--- config.mk ---
export PLATFORM = sky130hd
export DESIGN_NAME = riscv_muldiv_unit
export DESIGN_NICKNAME = d
export VERILOG_FILES = /design/src/rtl/riscv_muldiv_pkg.sv /design/src/rtl/riscv_muldiv_unit_divstep.sv /design/src/rtl/riscv_muldiv_unit.sv
export SDC_FILE = /design/constraint.sdc
export NUM_CORES = 1
export LEC_CHECK = 0
export CAP_MARGIN = 20
export CORE_UTILIZATION = 30
export CTS_CLUSTER_DIAMETER = 80
export DETAILED_ROUTE_END_ITERATION = 8
export SLEW_MARGIN = 0
export SYNTH_ARGS = -nofsm -noshare
export SYNTH_HDL_FRONTEND = slang
export SYNTH_SLANG_ARGS = --single-unit
--- constraint.sdc ---
create_clock -name clk -period 9.5 [get_ports clk]
set_input_delay 0.95 -clock clk [delete_from_list [all_inputs] [get_ports clk]]
set_output_delay 0.95 -clock clk [all_outputs]
set_load 0.005 [all_outputs]
--- src/rtl/riscv_muldiv_pkg.sv ---
// Shared types and operation-decode helpers for the RV32M multiply/divide unit.
package riscv_muldiv_pkg;

    // funct3 encodings of the M-extension operations
    typedef enum logic [2:0] {
        OP_MUL    = 3'd0,
        OP_MULH   = 3'd1,
        OP_MULHSU = 3'd2,
        OP_MULHU  = 3'd3,
        OP_DIV    = 3'd4,
        OP_DIVU   = 3'd5,
        OP_REM    = 3'd6,
        OP_REMU   = 3'd7
    } muldiv_op_e;

    typedef enum logic [1:0] {
        IDLE = 2'd0,
        MUL  = 2'd1,
        DIV  = 2'd2,
        DONE = 2'd3
    } state_e;

    // rs1 is interpreted as signed for these ops (MUL low half is sign-agnostic)
    function automatic logic is_signed_a(input muldiv_op_e op);
        logic r;
        case (op)
            OP_MUL, OP_MULH, OP_MULHSU, OP_DIV, OP_REM: r = 1'b1;
            default:                                    r = 1'b0;
        endcase
        return r;
    endfunction

    // rs2 is interpreted as signed for these ops
    function automatic logic is_signed_b(input muldiv_op_e op);
        logic r;
        case (op)
            OP_MUL, OP_MULH, OP_DIV, OP_REM: r = 1'b1;
            default:                         r = 1'b0;
        endcase
        return r;
    endfunction

    // DIV/DIVU/REM/REMU all have funct3[2] set
    function automatic logic is_div(input muldiv_op_e op);
        logic r;
        case (op)
            OP_DIV, OP_DIVU, OP_REM, OP_REMU: r = 1'b1;
            default:                          r = 1'b0;
        endcase
        return r;
    endfunction

endpackage

--- src/rtl/riscv_muldiv_unit_divstep.sv ---
// One iteration of a restoring divider: shift {rem,quo} left by one, and
// subtract the divisor from the partial remainder when it fits.
module muldiv_divstep #(
    parameter int XLEN = 32
) (
    input  logic [XLEN-1:0] rem_i,
    input  logic [XLEN-1:0] quo_i,
    input  logic [XLEN-1:0] divisor_i,
    output logic [XLEN-1:0] rem_o,
    output logic [XLEN-1:0] quo_o
);

    logic [XLEN:0] shifted_s;
    logic [XLEN:0] diff_s;

    // Trial subtraction; the borrow bit tells whether the divisor fits
    always_comb begin
        shifted_s = {rem_i, quo_i[XLEN-1]};
        diff_s    = shifted_s - {1'b0, divisor_i};
        if (!diff_s[XLEN]) begin
            rem_o = diff_s[XLEN-1:0];
            quo_o = {quo_i[XLEN-2:0], 1'b1};
        end else begin
            rem_o = shifted_s[XLEN-1:0];
            quo_o = {quo_i[XLEN-2:0], 1'b0};
        end
    end

endmodule

--- src/rtl/riscv_muldiv_unit.sv ---
// Iterative RV32M multiply/divide unit with valid/ready request/response.
// Optional build macro: RISCV_MULDIV_FAST_MUL_EN selects a single-cycle
// multiplier for MUL/MULH/MULHSU/MULHU; division stays iterative.
// Every operation passes through a finalize cycle (count==0) where the sign
// fix-up and result selection happen. Early-out cases (divide by zero,
// signed overflow) and the fast multiplier preload the accumulator with the
// answer and enter that finalize cycle immediately, giving one-edge latency.
module riscv_muldiv_unit
    import riscv_muldiv_pkg::*;
#(
    parameter int XLEN  = 32,
    parameter int TAG_W = 5
) (
    input  logic             clk,
    input  logic             reset,
    input  logic             flush,
    input  logic             req_valid,
    output logic             req_ready,
    input  logic [2:0]       req_op,
    input  logic [XLEN-1:0]  req_a,
    input  logic [XLEN-1:0]  req_b,
    input  logic [TAG_W-1:0] req_tag,
    output logic             resp_valid,
    input  logic             resp_ready,
    output logic [XLEN-1:0]  resp_result,
    output logic [TAG_W-1:0] resp_tag,
    output logic             busy
);

    localparam int CW = $clog2(XLEN + 1);
    localparam logic [XLEN-1:0]   ZERO_X = {XLEN{1'b0}};
    localparam logic [XLEN-1:0]   ONES_X = {XLEN{1'b1}};
    localparam logic [XLEN-1:0]   ONE_X  = {{(XLEN-1){1'b0}}, 1'b1};
    localparam logic [XLEN-1:0]   MIN_X  = {1'b1, {(XLEN-1){1'b0}}};
    localparam logic [2*XLEN-1:0] ONE_2X = {{(2*XLEN-1){1'b0}}, 1'b1};

    state_e            state_q, state_d;
    logic [CW-1:0]     count_q, count_d;
    muldiv_op_e        op_q, op_d;
    logic [TAG_W-1:0]  tag_q, tag_d;
    logic [XLEN-1:0]   opb_q, opb_d;      // multiplicand or divisor magnitude
    logic [XLEN-1:0]   hi_q, hi_d;        // product high half / partial remainder
    logic [XLEN-1:0]   lo_q, lo_d;        // product low half / quotient
    logic              negq_q, negq_d;    // negate product or quotient
    logic              negr_q, negr_d;    // negate remainder
    logic              req_ready_q, req_ready_d;
    logic              resp_valid_q, resp_valid_d;
    logic [XLEN-1:0]   resp_result_q, resp_result_d;
    logic [TAG_W-1:0]  resp_tag_q, resp_tag_d;
    logic              busy_q, busy_d;

    muldiv_op_e        req_op_s;
    logic              sign_a_s, sign_b_s, ovf_s;
    logic [XLEN-1:0]   mag_a_s, mag_b_s;
    logic [XLEN-1:0]   step_rem_s, step_quo_s;
    logic [2*XLEN-1:0] prod_fix_s;
    logic [XLEN-1:0]   mul_res_s, quo_fix_s, rem_fix_s, div_res_s;

    // Decode incoming request: signedness, magnitudes, overflow case
    always_comb begin
        req_op_s = muldiv_op_e'(req_op);
        sign_a_s = is_signed_a(req_op_s) & req_a[XLEN-1];
        sign_b_s = is_signed_b(req_op_s) & req_b[XLEN-1];
        mag_a_s  = sign_a_s ? (~req_a + ONE_X) : req_a;
        mag_b_s  = sign_b_s ? (~req_b + ONE_X) : req_b;
        ovf_s    = is_signed_a(req_op_s) & (req_a == MIN_X) & (req_b == ONES_X);
    end

    muldiv_divstep #(.XLEN(XLEN)) u_divstep (
        .rem_i     (hi_q),
        .quo_i     (lo_q),
        .divisor_i (opb_q),
        .rem_o     (step_rem_s),
        .quo_o     (step_quo_s)
    );

`ifdef RISCV_MULDIV_FAST_MUL_EN
    logic [2*XLEN-1:0] fast_prod_s;

    // Single-cycle magnitude product, loaded straight into the accumulator
    always_comb begin
        fast_prod_s = {ZERO_X, mag_a_s} * {ZERO_X, mag_b_s};
    end
`else
    logic [XLEN:0] mul_sum_s;

    // Shift-add step: add multiplicand to the high half when the LSB is set
    always_comb begin
        if (lo_q[0]) begin
            mul_sum_s = {1'b0, hi_q} + {1'b0, opb_q};
        end else begin
            mul_sum_s = {1'b0, hi_q};
        end
    end
`endif

    // Final-cycle sign fix-up and result selection from the accumulator
    always_comb begin
        prod_fix_s = negq_q ? (~{hi_q, lo_q} + ONE_2X) : {hi_q, lo_q};
        if (op_q == OP_MUL) begin
            mul_res_s = prod_fix_s[XLEN-1:0];
        end else begin
            mul_res_s = prod_fix_s[2*XLEN-1:XLEN];
        end
        quo_fix_s = negq_q ? (~lo_q + ONE_X) : lo_q;
        rem_fix_s = negr_q ? (~hi_q + ONE_X) : hi_q;
        div_res_s = op_q[1] ? rem_fix_s : quo_fix_s;
    end

    // Next-state logic: FSM, counter, datapath registers and handshakes
    always_comb begin
        state_d       = state_q;
        count_d       = count_q;
        op_d          = op_q;
        tag_d         = tag_q;
        opb_d         = opb_q;
        hi_d          = hi_q;
        lo_d          = lo_q;
        negq_d        = negq_q;
        negr_d        = negr_q;
        resp_result_d = resp_result_q;
        resp_tag_d    = resp_tag_q;

        if (flush) begin
            state_d = IDLE;
            count_d = {CW{1'b0}};
        end else begin
            case (state_q)
                IDLE: begin
                    if (req_valid && req_ready_q) begin
                        op_d   = req_op_s;
                        tag_d  = req_tag;
                        negr_d = 1'b0;
                        if (is_div(req_op_s)) begin
                            state_d = DIV;
                            if (req_b == ZERO_X) begin
                                // quotient all-ones, remainder = dividend
                                count_d = {CW{1'b0}};
                                hi_d    = req_a;
                                lo_d    = ONES_X;
                                negq_d  = 1'b0;
                            end else if (ovf_s) begin
                                // MIN / -1: quotient MIN, remainder 0
                                count_d = {CW{1'b0}};
                                hi_d    = ZERO_X;
                                lo_d    = MIN_X;
                                negq_d  = 1'b0;
                            end else begin
                                count_d = CW'(XLEN);
                                opb_d   = mag_b_s;
                                hi_d    = ZERO_X;
                                lo_d    = mag_a_s;
                                negq_d  = sign_a_s ^ sign_b_s;
                                negr_d  = sign_a_s;
                            end
                        end else begin
                            state_d = MUL;
                            negq_d  = sign_a_s ^ sign_b_s;
`ifdef RISCV_MULDIV_FAST_MUL_EN
                            count_d = {CW{1'b0}};
                            hi_d    = fast_prod_s[2*XLEN-1:XLEN];
                            lo_d    = fast_prod_s[XLEN-1:0];
`else
                            count_d = CW'(XLEN);
                            opb_d   = mag_a_s;
                            hi_d    = ZERO_X;
                            lo_d    = mag_b_s;
`endif
                        end
                    end else begin
                        state_d = IDLE;
                    end
                end
                MUL: begin
                    if (count_q != {CW{1'b0}}) begin
`ifdef RISCV_MULDIV_FAST_MUL_EN
                        hi_d    = hi_q;
                        lo_d    = lo_q;
`else
                        hi_d    = mul_sum_s[XLEN:1];
                        lo_d    = {mul_sum_s[0], lo_q[XLEN-1:1]};
`endif
                        count_d = count_q - CW'(1);
                    end else begin
                        state_d       = DONE;
                        resp_result_d = mul_res_s;
                        resp_tag_d    = tag_q;
                    end
                end
                DIV: begin
                    if (count_q != {CW{1'b0}}) begin
                        hi_d    = step_rem_s;
                        lo_d    = step_quo_s;
                        count_d = count_q - CW'(1);
                    end else begin
                        state_d       = DONE;
                        resp_result_d = div_res_s;
                        resp_tag_d    = tag_q;
                    end
                end
                DONE: begin
                    if (resp_ready) begin
                        state_d = IDLE;
                    end else begin
                        state_d = DONE;
                    end
                end
                default: begin
                    state_d = IDLE;
                end
            endcase
        end

        req_ready_d  = (state_d == IDLE);
        resp_valid_d = (state_d == DONE);
        busy_d       = (state_d != IDLE);
    end

    // State and output registers with synchronous reset
    always_ff @(posedge clk) begin
        if (reset) begin
            state_q       <= IDLE;
            count_q       <= {CW{1'b0}};
            op_q          <= OP_MUL;
            tag_q         <= {TAG_W{1'b0}};
            opb_q         <= ZERO_X;
            hi_q          <= ZERO_X;
            lo_q          <= ZERO_X;
            negq_q        <= 1'b0;
            negr_q        <= 1'b0;
            req_ready_q   <= 1'b1;
            resp_valid_q  <= 1'b0;
            resp_result_q <= ZERO_X;
            resp_tag_q    <= {TAG_W{1'b0}};
            busy_q        <= 1'b0;
        end else begin
            state_q       <= state_d;
            count_q       <= count_d;
            op_q          <= op_d;
            tag_q         <= tag_d;
            opb_q         <= opb_d;
            hi_q          <= hi_d;
            lo_q          <= lo_d;
            negq_q        <= negq_d;
            negr_q        <= negr_d;
            req_ready_q   <= req_ready_d;
            resp_valid_q  <= resp_valid_d;
            resp_result_q <= resp_result_d;
            resp_tag_q    <= resp_tag_d;
            busy_q        <= busy_d;
        end
    end

    assign req_ready   = req_ready_q;
    assign resp_valid  = resp_valid_q;
    assign resp_result = resp_result_q;
    assign resp_tag    = resp_tag_q;
    assign busy        = busy_q;

endmodule

==> impl_metrics.py, run 1 <==
metrics = {
    "status": {
        "outcome": "finished clean",
    },
    "finish": {
        "diodes": 0,
        "fillers": 5534,
        "area_delta_synth_final_pct": 13.8,
        "final_common_cell": "nand2_1",
        "drive_gt1_frac": 0.0605,
        "nets": 2306,
        "most-common-layout-cells": "245 x nand2_1, 193 x nor2_1, 152 x dfxtp_1",
    },
    "global_route": {
        "grt_max_degree": 72,
        "grt-ovfl-total": 0,
        "grt_pass1_wl_um": 95900,
        "grt_antenna_before_repair": 1,
        "grt.total_usage": 0.235,
        "first_global_vias": 15700,
    },
    "cts": {
        "cts_max_level": 4,
        "clk_pin_slew_worst_paths_ns": 0.08,
        "root_buffer": "clkbuf_16",
        "clk_latency_ns": 0.47,
        "numClockSinks": 154,
        "cts_tree": "built",
        "hold_buffers": 0,
        "cts_buffers": 17,
        "clock_path_buffers": 2,
        "cts_setup_buffers": 0,
        "ctsResizeCount": 0,
    },
    "drt": {
        "firstDrtPassIters": 6,
        "drc": 0,
        "via_count": 17100,
        "ant_nets": 0,
        "initialDrtViolationCount": 2148,
        "routedWlPerCell_um": 22.3,
        "routed_wl_um": 63500,
        "via_per_inst": 6.02,
    },
    "critical_path": {
        "path_class": "reg2reg",
        "reg2regPathDepth": 11,
        "regToRegSetupSlack_ns": 4.48,
        "rr_startpoint": "hi_q[16]",
        "cp.arrival_ns": 5.34,
        "critPathLaunchType": "register",
        "end_kind": "register",
        "crit_required_ns": 9.82,
        "critPathMaxFanout": 28,
        "r2r-end": "hi_q[13]",
    },
    "placed_design": {
        "hpwl_um": 48300,
        "place_ws_ns": 4.00,
        "gp_congestion": 1.01,
        "portBuffers": 116,
    },
    "die": {
        "die_area_mm2": 0.0529,
        "rows": 83,
        "die_h_um": 230,
        "initial_core_util": 0.304,
        "io_pins": 117,
        "core_region_area_mm2": 0.0513,
        "die_w_um": 230,
    },
    "synthesis": {
        "synth_seq_cells": 154,
        "syn-num-nets": 2318,
        "synth_area_leader_cell": "dfxtp_1",
        "ys_types": 85,
        "synth-async-reset-ratio": 0,
        "syn_area_mm2": 0.0156,
        "yosys.area.top_type_share": 0.198,
        "ys_seq_area_frac": 0.198,
        "synthFlopType": "dfxtp_1",
        "synth_cells": 2164,
        "syn_avg_cell_area_um2": 7.21,
        "synth_area_leaders": "dfxtp_1 20%, xnor2_1 6.2%, ha_1 6.0%, nand2_1 5.9%, xor2_1 5.1%",
        "synth_edf_count": 0,
        "yosysWarningCount": 0,
    },
    "pwr": {
        "p_leak_uw": 0.00635,
        "ir_drop_uv": 147,
        "power_density_mw_per_mm2": 154,
    },
    "timing": {
        "tightestPinTransition_ns": 1.17,
        "final_max_slew_viol_count": 0,
        "fin_ws_ns": 4.48,
        "rsz0062_at_grt": "no",
        "fin_crit_sh": 0.529,
        "min_period_ns": 5.02,
        "setup_tns_ns": 0,
        "fmax_mhz": 199,
        "setup_violations": 0,
        "slew_headroom": 0.214,
        "fin_skew_ns": 0.0123,
        "hold_viol_final": 0,
    },
    "worst_hold_path": {
        "min_to": "negr_q",
        "hold_depth": 2,
        "min_path_type": "reg2reg",
        "hp-start": "negr_q",
    },
    "flow_run": {
        "timing.max_cap.violations": 0,
    },
}
==> worst max path at each step <==
stage                         from  slack (ns)  cells after the start        end
final                     hi_q[16]        4.48                     11   hi_q[13]
after global routing      lo_q[31]        4.27                     14   hi_q[13]
after CTS                 req_a[0]        4.48                     12  opb_q[31]
after detailed placement  req_a[0]        4.00                     12  opb_q[31]
after global placement    req_a[0]        4.16                     12  opb_q[19]
after floorplan           req_a[0]        5.59                     13     negq_q
==> power by group <==
group          switching [uW]  internal, uW
registers                95.8           695
logic                     757           491
clock network             329           365
total                    1180          1550
==> cell type report <==
class	count	area, um^2	area share
clock buffers	17	425	0.0240
clock inverters	15	139	0.00782
inverters	66	248	0.0140
multi-input cells	1765	11600	0.653
flip-flops and latches	154	3090	0.174
well taps	680	851	0.0479
repair buffers	148	1420	0.0798
==> metal layers <==
metal / part of all wire / wire length [um] / GRT usage / up-vias
met3: 0.10 / 6380 / 0.0543 / 148
li1: - / - / - / 7929
met2: 0.43 / 27100 / 0.348 / 942
met5: 0.00020 / 13 / 0 / -
met4: 0.043 / 2760 / 0.103 / 2
met1: 0.43 / 27200 / 0.321 / 8112
==> cells by family after synthesis <==
family / Yosys count / synth area share
and+or+nand+nor: 738 / 0.224
AOI/OAI and AO/OA: 678 / 0.294
buffers and inverters: 245 / 0.0612
xor gates and xnor gates: 202 / 0.113
DFF: 154 / 0.198
adders and majority gates: 77 / 0.0627
muxes: 70 / 0.0469
==> stage by stage <==
step | util | std cells | area, um^2 | hold WS (ns) | total power [uW]
final | 0.346 | 2845 | 17800 | 0.451 | 2730
after global routing | 0.346 | 2845 | 17800 | 0.471 | 2880
after CTS | 0.346 | 2844 | 17700 | 0.454 | 2710
after detailed placement | 0.335 | 2812 | 17200 | 0.444 | 2010
after global placement | 0.334 | 2811 | 17200 | 0.443 | 2000
after floorplan | - | 2164 | 15600 | 0.436 | 1630
==> worst max-delay path, cell delays in order, from the launching register on <==
cell      delay (ns)
dfxtp_1         0.63
ha_1            0.39
a211o_1         0.28
a21oi_1         0.26
o22ai_1         0.21
o31ai_1         0.55
o221ai_1        0.39
nor3_2          0.84
buf_4           0.51
mux2_2          0.38
a222oi_1        0.31
a211oi_1        0.11
==> cell usage after synthesis (all sizes together), types with 23 or more instances <==
cell type  instances
xnor2            111
mux2i             45
nor2             196
a221oi            42
a21oi            146
o31ai             36
inv               65
ha                75
nand3             40
o21ai            130
or3               29
nand2            245
nand4             25
nand2b            23
dfxtp            154
xor2              91
a22oi             35
mux2              25
a21o              34
o211ai            38
clkbuf           161
nor3              70
a211oi            58
==> state kept, by name, summed over array words and instances, names as in the netlist <==
| signal | count |
|---|---|
| busy | 1 |
| count_q | 6 |
| hi_q | 32 |
| lo_q | 32 |
| negq_q | 1 |
| negr_q | 1 |
| op_q | 3 |
| opb_q | 32 |
| req_ready | 1 |
| resp_result | 32 |
| resp_tag | 5 |
| resp_valid | 1 |
| state_q | 2 |
| tag_q | 5 |
Power figures use the tool's default switching activity.
==> inputs of run 2 (changes only) <==
==> constraint.sdc (replaced) <==
create_clock -name clk -period 5.1 [get_ports clk]
set_input_delay 0.51 -clock clk [delete_from_list [all_inputs] [get_ports clk]]
set_output_delay 0.51 -clock clk [all_outputs]
set_load 0.005 [all_outputs]
==> impl_metrics.py, run 2 (synthesis results as in run 1) <==
metrics = {
    "status": {
        "outcome": "finished clean",
    },
    "finish": {
        "nets": 2340,
        "final_common_cell": "nand2_1",
        "diodes": 0,
        "finish.instance_area_mm2": 0.0180,
        "most-common-layout-cells": "245 x nand2_1, 193 x nor2_1, 152 x dfxtp_1",
        "utilization": 0.351,
        "stdcell_count": 2879,
        "fillers": 5478,
        "area_delta_synth_final_pct": 15.4,
        "drive_gt1_frac": 0.0750,
        "register_area_mm2": 0.00309,
        "multi_input_area_mm2": 0.0116,
    },
    "critical_path": {
        "regToRegSetupSlack_ns": 0.93,
        "critPathLaunchType": "register",
        "worst_path_max_delay_cell": "o41ai_1",
        "crit_path_cell_trace": "ha_1 -> inv_1 -> fa_1 -> nand2b_1 -> a21o_1 -> a211oi_1 -> o21ai_0 -> o41ai_1 -> xnor2_1 -> o211a_1 -> o211a_1 -> a2111oi_0",
        "path_class": "reg2reg",
        "crit_required_ns": 5.45,
        "critical-path-top-delay-family": "compound AO/OA/AOI/OAI gates",
        "cp.arrival_ns": 4.52,
        "crit_top_cell": "o211a_1",
        "max_stage_delay_ns": 0.59,
        "end_kind": "register",
        "crit_buf_inv": 1,
        "critPathMaxFanout": 7,
    },
    "cts": {
        "ctsResizeCount": 0,
        "cts_setup_buffers": 0,
        "clk_pin_slew_worst_paths_ns": 0.07,
        "cts_max_level": 4,
        "numClockSinks": 154,
        "root_buffer": "clkbuf_16",
        "cts_buffers": 17,
        "clk_latency_ns": 0.47,
        "cts_tree": "built",
        "clock_path_buffers": 2,
        "hold_buffers": 0,
    },
    "pwr": {
        "ir_drop_uv": 221,
        "p_leak_uw": 0.00652,
        "intPower_uw": 2910,
        "swShare": 0.437,
        "p_comb_frac": 0.473,
        "clock_power_share": 0.251,
        "switchingPower_uw": 2260,
        "power_frac_seq": 0.276,
        "power_density_mw_per_mm2": 287,
    },
    "timing": {
        "setup_tns_ns": 0,
        "fin_skew_ns": 0.0136,
        "fin_crit_sh": 0.817,
        "min_period_ns": 4.17,
        "tightestPinTransition_ns": 1.03,
        "slew_headroom": 0.311,
        "final_max_slew_viol_count": 0,
        "rsz0062_at_grt": "no",
        "fmax_mhz": 240,
        "hold_viol_final": 0,
        "setup_violations": 0,
    },
    "die": {
        "die_area_mm2": 0.0529,
        "rows": 83,
        "initial_core_util": 0.304,
        "die_w_um": 230,
        "io_pins": 117,
        "die_h_um": 230,
        "core_region_area_mm2": 0.0513,
    },
    "global_route": {
        "grt.total_usage": 0.241,
        "grt_pass1_wl_um": 98000,
        "grt-ovfl-total": 0,
        "first_global_vias": 15700,
        "grt_max_degree": 67,
        "grt_antenna_before_repair": 1,
    },
    "drt": {
        "initialDrtViolationCount": 1947,
        "ant_nets": 0,
        "routed_wl_um": 65300,
        "firstDrtPassIters": 6,
        "via_count": 17300,
        "drc": 0,
        "via_per_inst": 6.01,
        "routedWlPerCell_um": 22.7,
    },
    "placed_design": {
        "dpl_cell_area_mm2": 0.0174,
        "gp_congestion": 1.00,
        "hpwl_um": 50400,
        "portBuffers": 116,
        "dp.cells": 2846,
    },
    "flow_run": {
        "timing.max_cap.violations": 0,
    },
    "worst_hold_path": {
        "min_path_type": "in2reg",
    },
}
==> run 2: changes by cell type in the layout (fill, tap and decap cells not counted) <==
cell and change:
buf_12 +1, buf_16 -1, buf_2 +1, buf_4 +32
buf_8 +1, bufinv_16 -1, clkbuf_8 +1, clkinv_2 -3
clkinv_4 -1, clkinvlp_4 +1, inv_8 +3
==> run 2: path summary, 6_finish.rpt <==
path / cells after the start / startpoint / end
worst min register to register: 2 / tag_q[4] / tag_q[4]
worst max-delay path: 12 / hi_q[0] / hi_q[17]
worst max register to register: 12 / hi_q[0] / hi_q[17]
worst min-delay path: 4 / req_op[2] / state_q[0]
==> run 2: worst min-delay path, cell delays in order <==
cell     delay (ns)
buf_2          0.14
o21ai_0        0.10
nand2_1        0.07
a21oi_1        0.05
==> run 2: final cells by class <==
cell class	instances	share of cell area
Timing Repair Buffer	182	0.0927
Clock inverter	14	0.00702
Clock buffer	18	0.0244
Sequential cell	154	0.171
Tap cell	680	0.0472
Multi-Input combinational cell	1765	0.644
Inverter	66	0.0138
==> run 2: per-layer routing <==
layer  track usage  routed length [um]  share of wire
met5             0                  13        0.00020
met1         0.337               28800           0.44
met4        0.0977                2590          0.040
met3        0.0387                5770          0.088
met2         0.367               28100           0.43
==> run 2: per-stage QoR <==
stage	setup slack (ns)	total power, uW	hold slack (ns)
after floorplan	1.63	3040	0.436
after global placement	0.726	3810	0.443
after detailed placement	0.639	3830	0.449
after CTS	1.04	5140	0.418
after global routing	0.664	5430	0.442
final	0.934	5160	0.441
==> run 2: power by group through the flow <==
stage | registers [uW] | clock network [uW] | logic [uW]
detailed placement | 1450 | 0 | 2380
global placement | 1450 | 0 | 2360
floorplan | 1380 | 0 | 1650
finish | 1430 | 1300 | 2440
CTS | 1420 | 1320 | 2390
global route | 1440 | 1370 | 2630
